==> config.mk <==
export PLATFORM = sky130hd
export DESIGN_NAME = noc_output_arbiter
export DESIGN_NICKNAME = d
export VERILOG_FILES = /design/src/rtl/noc_output_arbiter_pkg.sv /design/src/rtl/noc_rr_pick.sv /design/src/rtl/noc_output_arbiter.sv
export SDC_FILE = /design/constraint.sdc
export NUM_CORES = 1
export LEC_CHECK = 0
export CAP_MARGIN = 30
export CORE_MARGIN = 4
export CORE_UTILIZATION = 25
export DETAILED_ROUTE_END_ITERATION = 8
export GPL_ROUTABILITY_DRIVEN = 0
export PLACE_DENSITY_LB_ADDON = 0.15
export SYNTH_ARGS = -nofsm -noshare
export SYNTH_HDL_FRONTEND = slang
export SYNTH_HIERARCHICAL = 1
export SYNTH_SLANG_ARGS = --single-unit
==> constraint.sdc <==
create_clock -name noc_clk -period 2.4 [get_ports noc_clk]
set_input_delay 0.48 -clock noc_clk [delete_from_list [all_inputs] [get_ports noc_clk]]
set_output_delay 0.48 -clock noc_clk [all_outputs]
set_load 0.005 [all_outputs]
==> src/rtl/noc_output_arbiter_pkg.sv <==
// Shared definitions for the NoC output arbiter: default flit width and FSM state encoding.
// Also provides the round-robin index helper used by noc_rr_pick.
`ifndef Noc_Data_Width
`define Noc_Data_Width 32
`endif

package noc_output_arbiter_pkg;

    typedef enum logic {
        ARB_IDLE   = 1'b0,
        ARB_LOCKED = 1'b1
    } arb_state_t;

    // Port index reached by stepping 'step' places past 'base', wrapping at 'n'.
    function automatic int unsigned rr_index(input int unsigned base,
                                             input int unsigned step,
                                             input int unsigned n);
        return (base + step) % n;
    endfunction

endpackage

==> src/rtl/noc_rr_pick.sv <==
// Combinational round-robin picker: first requester found searching from i_last_ptr+1 upward, wrapping.
module noc_rr_pick
    import noc_output_arbiter_pkg::*;
#(
    parameter int unsigned NUM_PORTS = 4,
    parameter int unsigned PTR_W     = $clog2(NUM_PORTS)
) (
    input  logic [NUM_PORTS-1:0] i_req,
    input  logic [PTR_W-1:0]     i_last_ptr,
    output logic [PTR_W-1:0]     o_winner,
    output logic                 o_any_req
);

    // Walk the search order backwards so the nearest requester is the one left standing.
    always_comb begin
        o_winner  = '0;
        o_any_req = 1'b0;
        for (int unsigned k = NUM_PORTS; k >= 1; k--) begin
            int unsigned w_idx;
            w_idx = rr_index(32'(i_last_ptr), k, NUM_PORTS);
            if (i_req[PTR_W'(w_idx)]) begin
                o_winner  = PTR_W'(w_idx);
                o_any_req = 1'b1;
            end
        end
    end

endmodule

==> src/rtl/noc_output_arbiter.sv <==
// Wormhole round-robin arbiter sharing one NoC output link between NUM_PORTS requesters.
// Optional per-port tail counters are enabled by defining NOC_ARB_PKT_CNT_EN.
module noc_output_arbiter
    import noc_output_arbiter_pkg::*;
#(
    parameter int unsigned NUM_PORTS  = 4,
    parameter int unsigned DATA_WIDTH = `Noc_Data_Width
) (
    input  logic                            noc_clk,
    input  logic                            rst,
    input  logic [NUM_PORTS-1:0]            in_valid,
    output logic [NUM_PORTS-1:0]            in_ready,
    input  logic [NUM_PORTS*DATA_WIDTH-1:0] in_flit,
    input  logic [NUM_PORTS-1:0]            in_is_header,
    input  logic [NUM_PORTS-1:0]            in_is_tail,
    output logic                            out_valid,
    input  logic                            out_ready,
    output logic [DATA_WIDTH-1:0]           out_flit,
    output logic                            out_is_header,
    output logic                            out_is_tail,
    output logic [NUM_PORTS-1:0]            grant,
    output logic                            busy
`ifdef NOC_ARB_PKT_CNT_EN
    ,
    output logic [32*NUM_PORTS-1:0]         pkt_cnt
`endif
);

    localparam int unsigned PTR_W = $clog2(NUM_PORTS);

    arb_state_t           r_state;
    logic [PTR_W-1:0]     r_owner;
    logic [PTR_W-1:0]     r_last_ptr;
    logic [NUM_PORTS-1:0] r_grant;

    logic [NUM_PORTS-1:0] w_req;
    logic [PTR_W-1:0]     w_winner;
    logic                 w_any_req;
    logic                 w_xfer;
    logic                 w_tail_xfer;

    assign w_req = in_valid & in_is_header;

    noc_rr_pick #(
        .NUM_PORTS (NUM_PORTS),
        .PTR_W     (PTR_W)
    ) u_pick (
        .i_req      (w_req),
        .i_last_ptr (r_last_ptr),
        .o_winner   (w_winner),
        .o_any_req  (w_any_req)
    );

    // Owner's flit passes straight through; nothing moves while idle.
    always_comb begin
        in_ready      = '0;
        out_valid     = 1'b0;
        out_flit      = '0;
        out_is_header = 1'b0;
        out_is_tail   = 1'b0;
        if (r_state == ARB_LOCKED) begin
            for (int unsigned i = 0; i < NUM_PORTS; i++) begin
                if (r_owner == PTR_W'(i)) begin
                    out_valid     = in_valid[i];
                    out_flit      = in_flit[i*DATA_WIDTH +: DATA_WIDTH];
                    out_is_header = in_is_header[i];
                    out_is_tail   = in_is_tail[i];
                    in_ready[i]   = out_ready;
                end
            end
        end
    end

    assign w_xfer      = out_valid && out_ready;
    assign w_tail_xfer = w_xfer && out_is_tail;

    // Arbitration FSM: pick on a header, hold until the owner's tail moves.
    always_ff @(posedge noc_clk) begin
        if (rst) begin
            r_state    <= ARB_IDLE;
            r_owner    <= '0;
            r_last_ptr <= PTR_W'(NUM_PORTS - 1);
            r_grant    <= '0;
        end else begin
            case (r_state)
                ARB_IDLE: begin
                    if (w_any_req) begin
                        r_state <= ARB_LOCKED;
                        r_owner <= w_winner;
                        r_grant <= NUM_PORTS'(1) << w_winner;
                    end
                end
                ARB_LOCKED: begin
                    if (w_tail_xfer) begin
                        r_state    <= ARB_IDLE;
                        r_last_ptr <= r_owner;
                        r_grant    <= '0;
                    end
                end
                default: r_state <= ARB_IDLE;
            endcase
        end
    end

    assign grant = r_grant;
    assign busy  = (r_state == ARB_LOCKED);

`ifdef NOC_ARB_PKT_CNT_EN
    logic [31:0] r_pkt_cnt [NUM_PORTS];

    // Completed-packet count per port, free-running with natural 32-bit wrap.
    always_ff @(posedge noc_clk) begin
        if (rst) begin
            for (int unsigned i = 0; i < NUM_PORTS; i++) begin
                r_pkt_cnt[i] <= '0;
            end
        end else if (w_tail_xfer) begin
            for (int unsigned i = 0; i < NUM_PORTS; i++) begin
                if (r_owner == PTR_W'(i)) begin
                    r_pkt_cnt[i] <= r_pkt_cnt[i] + 32'd1;
                end
            end
        end
    end

    always_comb begin
        for (int unsigned i = 0; i < NUM_PORTS; i++) begin
            pkt_cnt[i*32 +: 32] = r_pkt_cnt[i];
        end
    end
`endif

endmodule

==> results.md <==
- Hold Fails Final Rpt: 0
- Crit path launch type: flip-flop
- Post-Syn Area: 1660 µm²
- DIE AREA: 8030 µm²
- Worst vdd ir: 0.316 mV
- HPWL Detailed: 6620 µm
- DP Area: 3630 µm²
- ANT nets after route: 0
- Crit-path max FO: 9
- Number of CTS-inserted buffers: 3
- Final Cell Area: 3740 µm²
- Root Buffer: clkbuf_8
- Hold Crit Class: reg -> reg
- TritonCTS clock tree: done
- Pre-antenna DRT Iters: 3
- DRC Markers: 0
- # H-tree levels: 1
- Initial antenna violation count: 0
- Starting DRT DRC Count: 24
- Layout area overhead: 125%
- Fmax: 0.428 GHz
- First-pass GRT wire length: 11,100 µm
- Vias per Instance: 4.86
- Share of cells above drive strength 1: 15.6%
- PortBufs: 186
- Vias in the first global route: 2,056
- Slowest library cell on the worst path: mux4_1
- Dpl cells: 414
- Critical Path RT: 1.92 ns
- Most common cell after layout, fill and taps aside: clkdlybuf4s50_1
- Syn Nets: 298
- Site Rows: 29
- Arrival time at the worst endpoint: 1.86 ns
- Core Area: 6420 µm²
- Clock sink count: 9
- Non-filler cells, final: 424
- Synth Instances: 155
- Wirelength per Cell: 18.9 µm
- Synth unique cells: 28
- Setup_tns: 0 ns
- Largest net degree at the start of global routing: 29
- Period utilization: 97.4%
- CP peak stage delay: 0.57 ns
- Yosys reg bits: 9
- Crit end category: output pin
- Clock Latency Late Sink: 0.23 ns
- Final min period: 2.34 ns
- Crit Path Category: reg -> out
- Initial Utilization: 25.9%
- Most frequent cells in the layout: clkdlybuf4s50_1, and2_1, dlygate4sd2_1, mux4_2, nor2_1
- Setup violations, final: 0
- Post-layout nets: 491
- Die span in x: 89.6 µm
- Worst Skew: 0.00346 ns
- Relative slew slack: 77.2%
- PwrDens: 259 nW/µm²
- Number of max-cap violations: 0
- Pins Over Slew Limit: 0
- Total gr overflow: 0
- Ys Warns: 6
- Syn_area_per_cell: 10.7 µm²
- Worst Slack Setup Final: 0.0622 ns
- Actual slew at the worst max-slew pin: 0.343 ns
- Total number of vias: 2,061
- Hold slack: 0.480 ns
- Pre-CTS setup slack: -0.0989 ns
- # diodes: 0
- Static leakage: 1.46 nW
- Status: finished clean
- FILL cells: 588
- Gr usage total: 18.5%
- Sequential fraction of the synthesis area: 10.8%
- Number of I/O pins: 187
- RSZ-0062 raised after global routing: false
- Vert. Die Dim: 89.6 µm
- Crit-path cells: buf_4 -> buf_12 -> mux4_1 -> and2_1 -> dlygate4sd2_1
- Clock Tree Buf Depth: 2
- CTS clk-pin slew, worst paths: 0.04 ns
- Routed WL: 8030 µm
-- layer usage --
layer | vias to the layer above | global-route usage, % | share of wire, %
met2 | 88 | 36.7 | 55
met1 | 983 | 19.7 | 34
met3 | 8 | 4.11 | 9.9
met5 | - | 0 | 0
li1 | 982 | - | -
met4 | 0 | 3.65 | 1.2
-- worst paths after layout --
path	start	endpoint	slack (ns)	cells after the start
worst max register to register	r_owner[0]	r_last_ptr[1]	0.77	7
worst min-delay path	grant[0]	grant[0]	0.48	2
worst max-delay path	r_owner[0]	out_flit[0]	0.06	5
worst min register to register	grant[0]	grant[0]	0.48	2
-- through the flow --
| step | utilization, % | total power, mW |
|---|---|---|
| final | 58.2 | 0.969 |
| after global routing | 58.2 | 1.03 |
| after global placement | 56.5 | 0.811 |
| after floorplan | - | 0.415 |
| after CTS | 58.5 | 0.986 |
| after detailed placement | 56.5 | 0.820 |
-- state kept, by name (all words and copies together) (netlist names) --
| register | flops |
|---|---|
| r_last_ptr | 2 |
| r_owner | 2 |
| busy | 1 |
| grant | 4 |
-- cell usage after synthesis --
cell | number | area share (%)
and2_1 | 38 | 14
mux4_2 | 28 | 38
nor2_1 | 11 | 2.5
dfxtp_1 | 9 | 11
mux2i_1 | 7 | 4.2
nand2_1 | 7 | 1.6
nand3b_1 | 7 | 3.2
buf_2 | 5 | 1.5
clkbuf_1 | 5 | 1.1
mux4_1 | 5 | 7.9
nand2b_1 | 5 | 1.9
o22ai_1 | 5 | 1.9
a21oi_1 | 4 | 1.2
buf_12 | 2 | 2.4
buf_6 | 2 | 1.4
inv_1 | 2 | 0.45
nand3_1 | 2 | 0.60
a21oi_2 | 1 | 0.53
a31oi_1 | 1 | 0.38
and2b_1 | 1 | 0.45
and3_1 | 1 | 0.38
buf_4 | 1 | 0.45
nor2b_1 | 1 | 0.38
nor3_2 | 1 | 0.60
o21ai_1 | 1 | 0.30
o221ai_2 | 1 | 0.90
or2b_1 | 1 | 0.45
or4_1 | 1 | 0.45
-- cell families after synthesis --
kind of cell	synth area share (%)
mux	50.0
buf+inv	7.29
simple gates	26.7
flops	10.8
compound gates	5.19
-- worst max-delay path: cells and delay by family, from the launching register on --
kind | cells | cell delay [ns]
and+or+nand+nor | 1 | 0.17
buffers and inverters | 3 | 0.52
muxes | 1 | 0.57
DFF | 1 | 0.37
-- cell type report --
type | instances | area [µm²] | share of cell area, %
repair buffers | 203 | 2040 | 54.5
multi-input cells | 129 | 1370 | 36.6
flip-flops and latches | 9 | 185 | 4.95
well taps | 77 | 96.3 | 2.58
clock buffers | 4 | 45.0 | 1.20
inverters | 2 | 7.51 | 0.201
-- report_power, final --
| group | internal (mW) | switching (mW) | leakage [nW] |
|---|---|---|---|
| combinational | 0.446 | 0.186 | 1.36 |
| clock | 0.115 | 0.0546 | 0.0228 |
| sequential | 0.159 | 0.00744 | 0.0747 |
-- what timing repair did --
action | CTS | global route
hold buffers | 0 | 0
endpoints found under the setup margin | 34 | 6
buffers inserted | 5 | 0
gates resized for setup | 38 | 2
cloned | 2 | 0
pin swaps | 0 | 0
Power figures use the tool's default switching activity.
